$ cat config.mk
export PLATFORM = sky130hd
export DESIGN_NAME = alu_ctrl_stage
export DESIGN_NICKNAME = d
export VERILOG_FILES = /design/src/rtl/alu_pkg.sv /design/src/rtl/alu_regfile.sv /design/src/rtl/alu_ctrl_stage.sv
export SDC_FILE = /design/constraint.sdc
export NUM_CORES = 1
export LEC_CHECK = 0
export BUFFER_PORTS_ARGS = -buffer_cell sky130_fd_sc_hd__buf_2
export CORE_MARGIN = 5
export CORE_UTILIZATION = 46
export CTS_CLUSTER_DIAMETER = 150
export CTS_CLUSTER_SIZE = 25
export DETAILED_ROUTE_END_ITERATION = 10
export PLACE_DENSITY = 0.87
export SLEW_MARGIN = 25
export SYNTH_ARGS = -nofsm -noshare
export SYNTH_HDL_FRONTEND = slang
export SYNTH_HIERARCHICAL = 1
export SYNTH_SLANG_ARGS = --single-unit
$ cat constraint.sdc
create_clock -name clk -period 1.55 [get_ports clk]
set_input_delay 0.31 -clock clk [delete_from_list [all_inputs] [get_ports clk]]
set_output_delay 0.31 -clock clk [all_outputs]
set_load 0.02 [all_outputs]
$ cat src/rtl/alu_pkg.sv
// Shared definitions for the ALU sequencing stage: opcode map, status bit
// positions and the control FSM encoding.
package alu_pkg;

  localparam logic [3:0] OP_SUB   = 4'd0;
  localparam logic [3:0] OP_ADD   = 4'd1;
  localparam logic [3:0] OP_AND   = 4'd2;
  localparam logic [3:0] OP_OR    = 4'd3;
  localparam logic [3:0] OP_XOR   = 4'd4;
  localparam logic [3:0] OP_NOT   = 4'd5;
  localparam logic [3:0] OP_SHL   = 4'd6;
  localparam logic [3:0] OP_SHR   = 4'd7;
  localparam logic [3:0] OP_INC   = 4'd8;
  localparam logic [3:0] OP_DEC   = 4'd9;
  localparam logic [3:0] OP_PASSA = 4'd10;
  localparam logic [3:0] OP_PASSB = 4'd11;
  localparam logic [3:0] OP_ZERO  = 4'd12;
  localparam logic [3:0] OP_ALL   = 4'd13;
  localparam logic [3:0] OP_NOP   = 4'd14;
  localparam logic [3:0] OP_ONE   = 4'd15;

  localparam int ST_C = 0;
  localparam int ST_Z = 1;
  localparam int ST_N = 2;
  localparam int ST_V = 3;
  localparam int ST_P = 4;

  typedef enum logic [1:0] {
    FSM_IDLE = 2'd0,
    FSM_EXEC = 2'd1,
    FSM_HOLD = 2'd2
  } fsm_state_t;

endpackage

$ cat src/rtl/alu_regfile.sv
// Small register file: two combinational read ports, one writeback port and
// one load port; writeback beats a load to the same entry.
module alu_regfile #(
  parameter int N    = 3,
  parameter int REGS = 4,
  localparam int AW  = $clog2(REGS)
) (
  input  logic          clk,
  input  logic          rst_n,
  input  logic [AW-1:0] ra1,
  input  logic [AW-1:0] ra2,
  output logic [N-1:0]  rd1,
  output logic [N-1:0]  rd2,
  input  logic          wb_en,
  input  logic [AW-1:0] wb_addr,
  input  logic [N-1:0]  wb_data,
  input  logic          ld_en,
  input  logic [AW-1:0] ld_addr,
  input  logic [N-1:0]  ld_data
);

  logic [N-1:0] rf_q [REGS];

  genvar gi;
  generate
    for (gi = 0; gi < REGS; gi++) begin : g_entry
      logic [N-1:0] q_reg;
      logic         wb_hit;
      logic         ld_hit;

      assign wb_hit = wb_en && (wb_addr == AW'(gi));
      assign ld_hit = ld_en && (ld_addr == AW'(gi));

      always_ff @(posedge clk or negedge rst_n) begin
        if (!rst_n) begin
          q_reg <= '0;
        end else if (wb_hit) begin
          q_reg <= wb_data;
        end else if (ld_hit) begin
          q_reg <= ld_data;
        end
      end

      assign rf_q[gi] = q_reg;
    end
  endgenerate

  assign rd1 = rf_q[ra1];
  assign rd2 = rf_q[ra2];

endmodule

$ cat src/rtl/alu_ctrl_stage.sv
// Sequencing stage in front of a combinational ALU: IDLE -> EXEC -> HOLD.
// Optional sticky status accumulator enabled by ALU_CTRL_STICKY_FLAGS_EN.
module alu_ctrl_stage
  import alu_pkg::*;
#(
  parameter int N    = 3,
  parameter int REGS = 4,
  localparam int AW  = $clog2(REGS)
) (
  input  logic          clk,
  input  logic          rst_n,
  input  logic          in_valid,
  output logic          in_ready,
  input  logic [3:0]    in_opcode,
  input  logic [AW-1:0] in_rs1,
  input  logic [AW-1:0] in_rs2,
  input  logic [AW-1:0] in_rd,
  input  logic          ld_en,
  input  logic [AW-1:0] ld_addr,
  input  logic [N-1:0]  ld_data,
  output logic [N-1:0]  alu_a,
  output logic [N-1:0]  alu_b,
  output logic [3:0]    alu_opcode,
  input  logic [N-1:0]  alu_y,
  input  logic [4:0]    alu_status,
  output logic          out_valid,
  input  logic          out_ready,
  output logic [N-1:0]  out_data,
  output logic [AW-1:0] out_rd,
  output logic [4:0]    out_status,
  output logic [4:0]    flags_sticky,
  input  logic          flags_clr
);

  fsm_state_t    state_reg, state_next;
  logic [3:0]    opcode_reg;
  logic [AW-1:0] rs1_reg, rs2_reg, rd_reg;
  logic [N-1:0]  a_hold_reg, b_hold_reg;
  logic [N-1:0]  out_data_reg;
  logic [AW-1:0] out_rd_reg;
  logic [4:0]    out_status_reg;
  logic [N-1:0]  rf_a, rf_b;
  logic          accept;
  logic          exec;

  assign exec     = (state_reg == FSM_EXEC);
  assign in_ready = (state_reg == FSM_IDLE) || ((state_reg == FSM_HOLD) && out_ready);
  assign accept   = in_valid && in_ready;

  always_comb begin
    state_next = state_reg;
    unique case (state_reg)
      FSM_IDLE: if (in_valid) state_next = FSM_EXEC;
      FSM_EXEC: state_next = FSM_HOLD;
      FSM_HOLD: if (out_ready) state_next = in_valid ? FSM_EXEC : FSM_IDLE;
      default:  state_next = FSM_IDLE;
    endcase
  end

  always_ff @(posedge clk or negedge rst_n) begin
    if (!rst_n) begin
      state_reg <= FSM_IDLE;
    end else begin
      state_reg <= state_next;
    end
  end

  always_ff @(posedge clk or negedge rst_n) begin
    if (!rst_n) begin
      opcode_reg <= '0;
      rs1_reg    <= '0;
      rs2_reg    <= '0;
      rd_reg     <= '0;
    end else if (accept) begin
      opcode_reg <= in_opcode;
      rs1_reg    <= in_rs1;
      rs2_reg    <= in_rs2;
      rd_reg     <= in_rd;
    end
  end

  alu_regfile #(
    .N    (N),
    .REGS (REGS)
  ) u_regfile (
    .clk     (clk),
    .rst_n   (rst_n),
    .ra1     (rs1_reg),
    .ra2     (rs2_reg),
    .rd1     (rf_a),
    .rd2     (rf_b),
    .wb_en   (exec),
    .wb_addr (rd_reg),
    .wb_data (alu_y),
    .ld_en   (ld_en),
    .ld_addr (ld_addr),
    .ld_data (ld_data)
  );

  // Operands are live only in EXEC; elsewhere the ALU sees the last values used.
  assign alu_a      = exec ? rf_a : a_hold_reg;
  assign alu_b      = exec ? rf_b : b_hold_reg;
  assign alu_opcode = opcode_reg;

  always_ff @(posedge clk or negedge rst_n) begin
    if (!rst_n) begin
      a_hold_reg     <= '0;
      b_hold_reg     <= '0;
      out_data_reg   <= '0;
      out_rd_reg     <= '0;
      out_status_reg <= '0;
    end else if (exec) begin
      a_hold_reg     <= rf_a;
      b_hold_reg     <= rf_b;
      out_data_reg   <= alu_y;
      out_rd_reg     <= rd_reg;
      out_status_reg <= alu_status;
    end
  end

  assign out_valid  = (state_reg == FSM_HOLD);
  assign out_data   = out_data_reg;
  assign out_rd     = out_rd_reg;
  assign out_status = out_status_reg;

`ifdef ALU_CTRL_STICKY_FLAGS_EN
  logic [4:0] sticky_reg;

  // Clear takes priority over accumulating the current EXEC status.
  always_ff @(posedge clk or negedge rst_n) begin
    if (!rst_n) begin
      sticky_reg <= '0;
    end else if (flags_clr) begin
      sticky_reg <= '0;
    end else if (exec) begin
      sticky_reg <= sticky_reg | alu_status;
    end
  end

  assign flags_sticky = sticky_reg;
`else
  logic unused_flags_clr;
  assign unused_flags_clr = flags_clr;
  assign flags_sticky     = '0;
`endif

endmodule

==> results of run 1 <==
-- stage by stage --
| step | hold slack (ps) | power (mW) | cell area, sq um | std cells |
|---|---|---|---|---|
| final | 59.5 | 4.32 | 2440 | 250 |
| after global routing | 100 | 4.60 | 2440 | 250 |
| after CTS | 80.3 | 4.35 | 2410 | 249 |
| after detailed placement | 399 | 3.48 | 2250 | 238 |
| after global placement | 389 | 3.39 | 2250 | 238 |
| after floorplan | 14.4 | 2.90 | 1930 | 136 |
-- cells in the final DEF, fill, tap and decap left out, types with 2 or more instances in the layout --
cell and instances:
buf_6 7, mux4_2 6, nand3b_1 4, dfrtp_1 37, nor2_1 11, buf_4 16
clkbuf_8 5, a21oi_1 12, dfrtp_2 3, mux2_4 17, nor3b_2 2, conb_1 5
mux2i_1 12, nor2_2 2, buf_2 41, mux2_2 9
-- critical path: stages (launching register included) --
cell     delay, ps
dfrtp_2        430
mux4_2         520
mux2_4         280
buf_6          130
-- metal layers --
layer	share of wire, %	wire, um
met5	0	0
met2	50	1970
met3	7.3	288
met4	1.6	63
met1	41	1630
-- worst min-delay path by stage --
stage                from            end  slack (ps)  depth (start not counted)
finish              rst_n   state_reg[0]          60                          2
floorplan           rst_n  a_hold_reg[0]          10                          0
global route        rst_n   state_reg[0]         100                          2
detailed placement  rst_n   state_reg[0]         400                          2
CTS                 rst_n      out_rd[1]          80                          2
global placement    rst_n      out_rd[1]         390                          2
-- what timing repair did --
action                                  CTS  global route
setup buffers                             4             1
endpoints found under the setup margin    9            14
cloned                                    0             0
resized for setup                        15             7
pin swaps                                 1             1
-- area by class of cell --
| cell class | count | area (sq um) | area share, % |
|---|---|---|---|
| Timing Repair Buffer | 65 | 424 | 17.4 |
| Clock buffer | 6 | 72.6 | 2.98 |
| Tap cell | 50 | 62.6 | 2.57 |
| Clock inverter | 1 | 5.00 | 0.205 |
| Inverter | 1 | 3.75 | 0.154 |
| Multi-Input combinational cell | 87 | 865 | 35.5 |
| Sequential cell | 40 | 1000 | 41.2 |
-- where the power goes --
group	switching [mW]	total, mW	internal (mW)
Sequential	0.297	1.76	1.46
Clock	0.342	0.648	0.306
Combinational	0.809	1.91	1.10
Total	1.45	4.32	2.87
-- logic make-up (layout without fill, tap and decap cells) --
group,Yosys count,count (layout),share of synthesized area [%]
compound gates,13,13,3.54
other cells,1,5,0.196
buf+inv,9,73,3.73
flops,40,40,52.4
simple gates,25,25,8.06
mux,44,44,32.0
==> impl_metrics.ini, run 1 <==
[routing]
route.detailed.drc = 0
first_pass_iters = 4
ant_nets = 0
drtIter0Drc = 86
drt-wirelength-per-cell_um = 15.8
vias_per_cell = 5.02
routed_wl_mm = 3.95
vias = 1256

[cells_and_area]
area_growth_pct = 27.7
nets = 229
drive_above_1_share_pct = 57.5
largest_reg_flops = 12
fin_util_pct = 60.9
fillCellCount = 318
diodes = 0

[sta]
final_max_slew_viol_count = 0
finalSetupViolations = 6
finClkSkew_ps = 3.86
relSlewSlack_pct = 66.6
setup_tns_ps = -2370
fin_crit_ps = 1970
worstMarginPinSlew_ps = 501
grt_setup_unrepaired = true
fin_crit_sh_pct = 127
hold_viol_final = 0
setup_ws_ps = -415
fmax_mhz = 509

[placement]
io_buffer_count = 49
pre_cts_ws_ps = -186
gp_congestion = 0.776
hpwl_mm = 2.99

[clock_network]
cts_num_sinks = 40
clock_latency_ps = 290
clkTransAtPathRegs_ps = 70
clk_path_buf_depth = 2
numCtsBuffers = 5
hold_buffers = 0
cts.htree.levels = 2
cts-root-buf = clkbuf_8
tritoncts = built

[power_and_ir_drop]
ir_drop_mv = 1.09
leakagePower_nw = 1.18
p_per_area_nw_per_um2 = 1770

[grt]
met3_usage_pct = 4.73
antenna_found_initial = 0
met1_usage_pct = 19.4
grt_pass1_wl_mm = 6.43
overflow = 0
grt_max_degree = 41
grt_pass1_vias = 1372
met2_usage_pct = 25.5
grt-busiest-layer = met2
grtUsageTotal_pct = 15.7

[setup_path]
cp-startpoint = rs1_reg[0]
end_kind = output port
cp.required_ps = 1240
reg2reg_to = rs2_reg[0]
worstPathArrival_ps = 1660
r2r_slack_ps = 40
cp_max_fo = 4
cp-start-kind = flip-flop
rr_worst_depth = 5
critPathCapture = alu_a[1]
worstSetupPathType = flip-flop to output port
worstReg2RegStart = state_reg[0]

[floorplan]
start_util_pct = 47.7
io_pins = 56
rows = 23
die_area_sq_um = 5540
fp.dieW_um = 74.4
die_h_um = 74.4
core_sq_um = 4000

[run_status]
violations = negative setup slack
outcome = finished, violations left

[logic_synthesis]
synth_ff_type = dfrtp_1
syn_inst = 132
netlist_top_cells_count = dfrtp_1, mux2_4, nor2_1
ys_warn_count = 6
syn_avg_cell_area_sq_um = 14.5
synth_top_area_cell = dfrtp_1
synth.distinct_cells = 21
syn_area_sq_um = 1910
async_reset_ff_share_pct = 100
synth_edf_count = 0
synth_most_common_cell = dfrtp_1
synthTopCellsByArea = dfrtp_1, mux2_4, mux4_2
synth_top_area_share_pct = 52.4
yosysSeqAreaShare_pct = 52.4
synth.ff_latch_count = 40

[run]
drv_cap = 0

[worst_hold_path]
hp-class = input pin to async pin
No activity file was read; power rests on OpenSTA's default activity.
==> run 2: changes to the inputs <==
- BUFFER_PORTS_ARGS: -buffer_cell sky130_fd_sc_hd__buf_2 -> -buffer_cell sky130_fd_sc_hd__buf_4
- CORE_UTILIZATION: 46 -> 43
- PLACE_DENSITY: 0.87 -> 0.83
==> run 2 against run 1 <==
Net effect:
- the run ends with negative hold slack, negative setup slack left
- routed wire length shrank 0.99%
- non-clock buffer count grew 3
- final area grew 7.9%
- global-route usage shrank 2.1 points
- final cell count grew 2.4%
- core utilization shrank 0.11 points
- register-to-register slack lost 30 ps
- sequential share of layout area shrank 3.1 points
- sequential cell count is the same
- via count grew 1.2%
- critical path depth is the same
- first-iteration DRC count shrank 29%
- critical path type unchanged
- largest cell class unchanged
==> impl_metrics.ini, run 2 (synthesis results as in run 1) <==
[power_and_ir_drop]
leakagePower_nw = 1.26
power_switching_mw = 1.47
p_per_area_nw_per_um2 = 1770
netSwitchingFraction_pct = 31.4
ir_drop_mv = 0.935
p_clk_share_pct = 17.7
p_total_mw = 4.67
internal_power_mw = 3.20
p_comb_share_pct = 44.8
power_frac_seq_pct = 37.5

[routing]
drt-wirelength-per-cell_um = 15.3
ant_nets = 0
routed_wl_mm = 3.91
first_pass_iters = 4
vias_per_cell = 4.96
route.detailed.drc = 0
drtIter0Drc = 61
vias = 1271

[sta]
fin_crit_ps = 1950
relSlewSlack_pct = 66.4
fmax_mhz = 512
setup_ws_ps = -402
worstMarginPinSlew_ps = 504
finalSetupViolations = 6
finClkSkew_ps = 7.95
grt_setup_unrepaired = true
whs_ps = -13.8
fin_crit_sh_pct = 126
final_max_slew_viol_count = 0
hold_viol_final = 21

[clock_network]
cts_num_sinks = 40
numCtsBuffers = 5
clock_latency_ps = 290
tritoncts = built
clk_path_buf_depth = 2
cts-root-buf = clkbuf_8
clkTransAtPathRegs_ps = 80
cts.htree.levels = 2

[setup_path]
cp-start-kind = flip-flop
worstSetupPathType = flip-flop to output port
end_kind = output port
cpPeakStageDelay_ps = 520
cp.required_ps = 1240
slowest_stage = mux4_2
cp_max_fo = 4
worstPathArrival_ps = 1640
rr_worst_depth = 6
crit_chain = mux4_2 > mux2_4 > buf_6

[placement]
place_area_sq_um = 2380
gp_congestion = 0.780
dp.cells = 240
io_buffer_count = 49
hpwl_mm = 2.95

[cells_and_area]
layout_commonest_cell = buf_4
area_growth_pct = 37.7
final_cell_mix = buf_4, dfrtp_1, mux2_4
diodes = 0
largest_reg_flops = 12
drive_above_1_share_pct = 56.9
nets = 232
final_cells = 256
fin_area_sq_um = 2630

[grt]
met1_usage_pct = 16.5
grt_pass1_wl_mm = 6.39
grt-busiest-layer = met2
grt_pass1_vias = 1318
overflow = 0
met2_usage_pct = 22.3
grtUsageTotal_pct = 13.6
grt_max_degree = 41
met3_usage_pct = 5.91
antenna_found_initial = 0

[run]
drv_cap = 0

[floorplan]
rows = 24
start_util_pct = 44.2
io_pins = 56
die_area_sq_um = 5870
core_sq_um = 4320
die_h_um = 76.6
fp.dieW_um = 76.6

[run_status]
violations = negative hold slack, negative setup slack
outcome = finished, violations left

[worst_hold_path]
hp-class = input pin to async pin
run 2: layer usage:
layer / vias up / routed length (um)
met3: 2 / 337
met2: 47 / 1990
met1: 619 / 1570
li1: 603 / -
met4: 0 / 9
met5: - / 0
run 2: repair_timing:
item	4_1_cts	5_1_grt
setup buffers	4	5
setup endpoints to repair	12	16
resized for setup	9	6
hold buffers	0	0
pin swaps	1	2
run 2: worst paths after layout:
path	end	startpoint	slack [ps]
setup / recovery	alu_a[1]	rs1_reg[0]	-400
max in group asynchronous	rs1_reg[0]	rst_n	1190
hold reg to reg	out_status[4]	out_status[4]	520
hold / removal	state_reg[0]	rst_n	-10
setup reg to reg	u_regfile/g_entry[0].q_reg[0]	state_reg[1]	10
min in group clk	alu_opcode[2]	in_opcode[2]	250
run 2: power groups by stage:
stage | Clock [mW] | Combinational [mW] | Sequential [mW]
final | 0.825 | 2.09 | 1.75
after global routing | 0.894 | 2.22 | 1.82
after CTS | 0.843 | 2.05 | 1.76
after detailed placement | 0 | 1.90 | 1.77
after global placement | 0 | 1.85 | 1.75
after floorplan | 0 | 1.04 | 1.86
run 2: metrics by stage:
step                      utilization, %  hold WS [ps]  worst slack [ps]  TNS (ps)
after CTS                           59.3          2.33              -418     -2430
after detailed placement            55.2           320              -191     -1070
after global placement              55.2           314              -145      -844
final                               60.8         -13.8              -402     -2340
after floorplan                        -          14.4              1.90         0
after global routing                60.8          22.1              -464     -3350
run 2: critical path: cells and delay by family (launching register included):
kind | cells | cell delay [ps]
buffers and inverters | 1 | 130
flip-flops | 1 | 430
multiplexers | 2 | 800
run 2: cell type report:
cell class / instances / area (sq um)
clock buffers: 6 / 72.6
fillers: 344 / 1690
repair buffers: 68 / 587
clock inverters: 2 / 35.0
flip-flops and latches: 40 / 1000
well taps: 52 / 65.1
inverters: 1 / 3.75
multi-input cells: 87 / 863
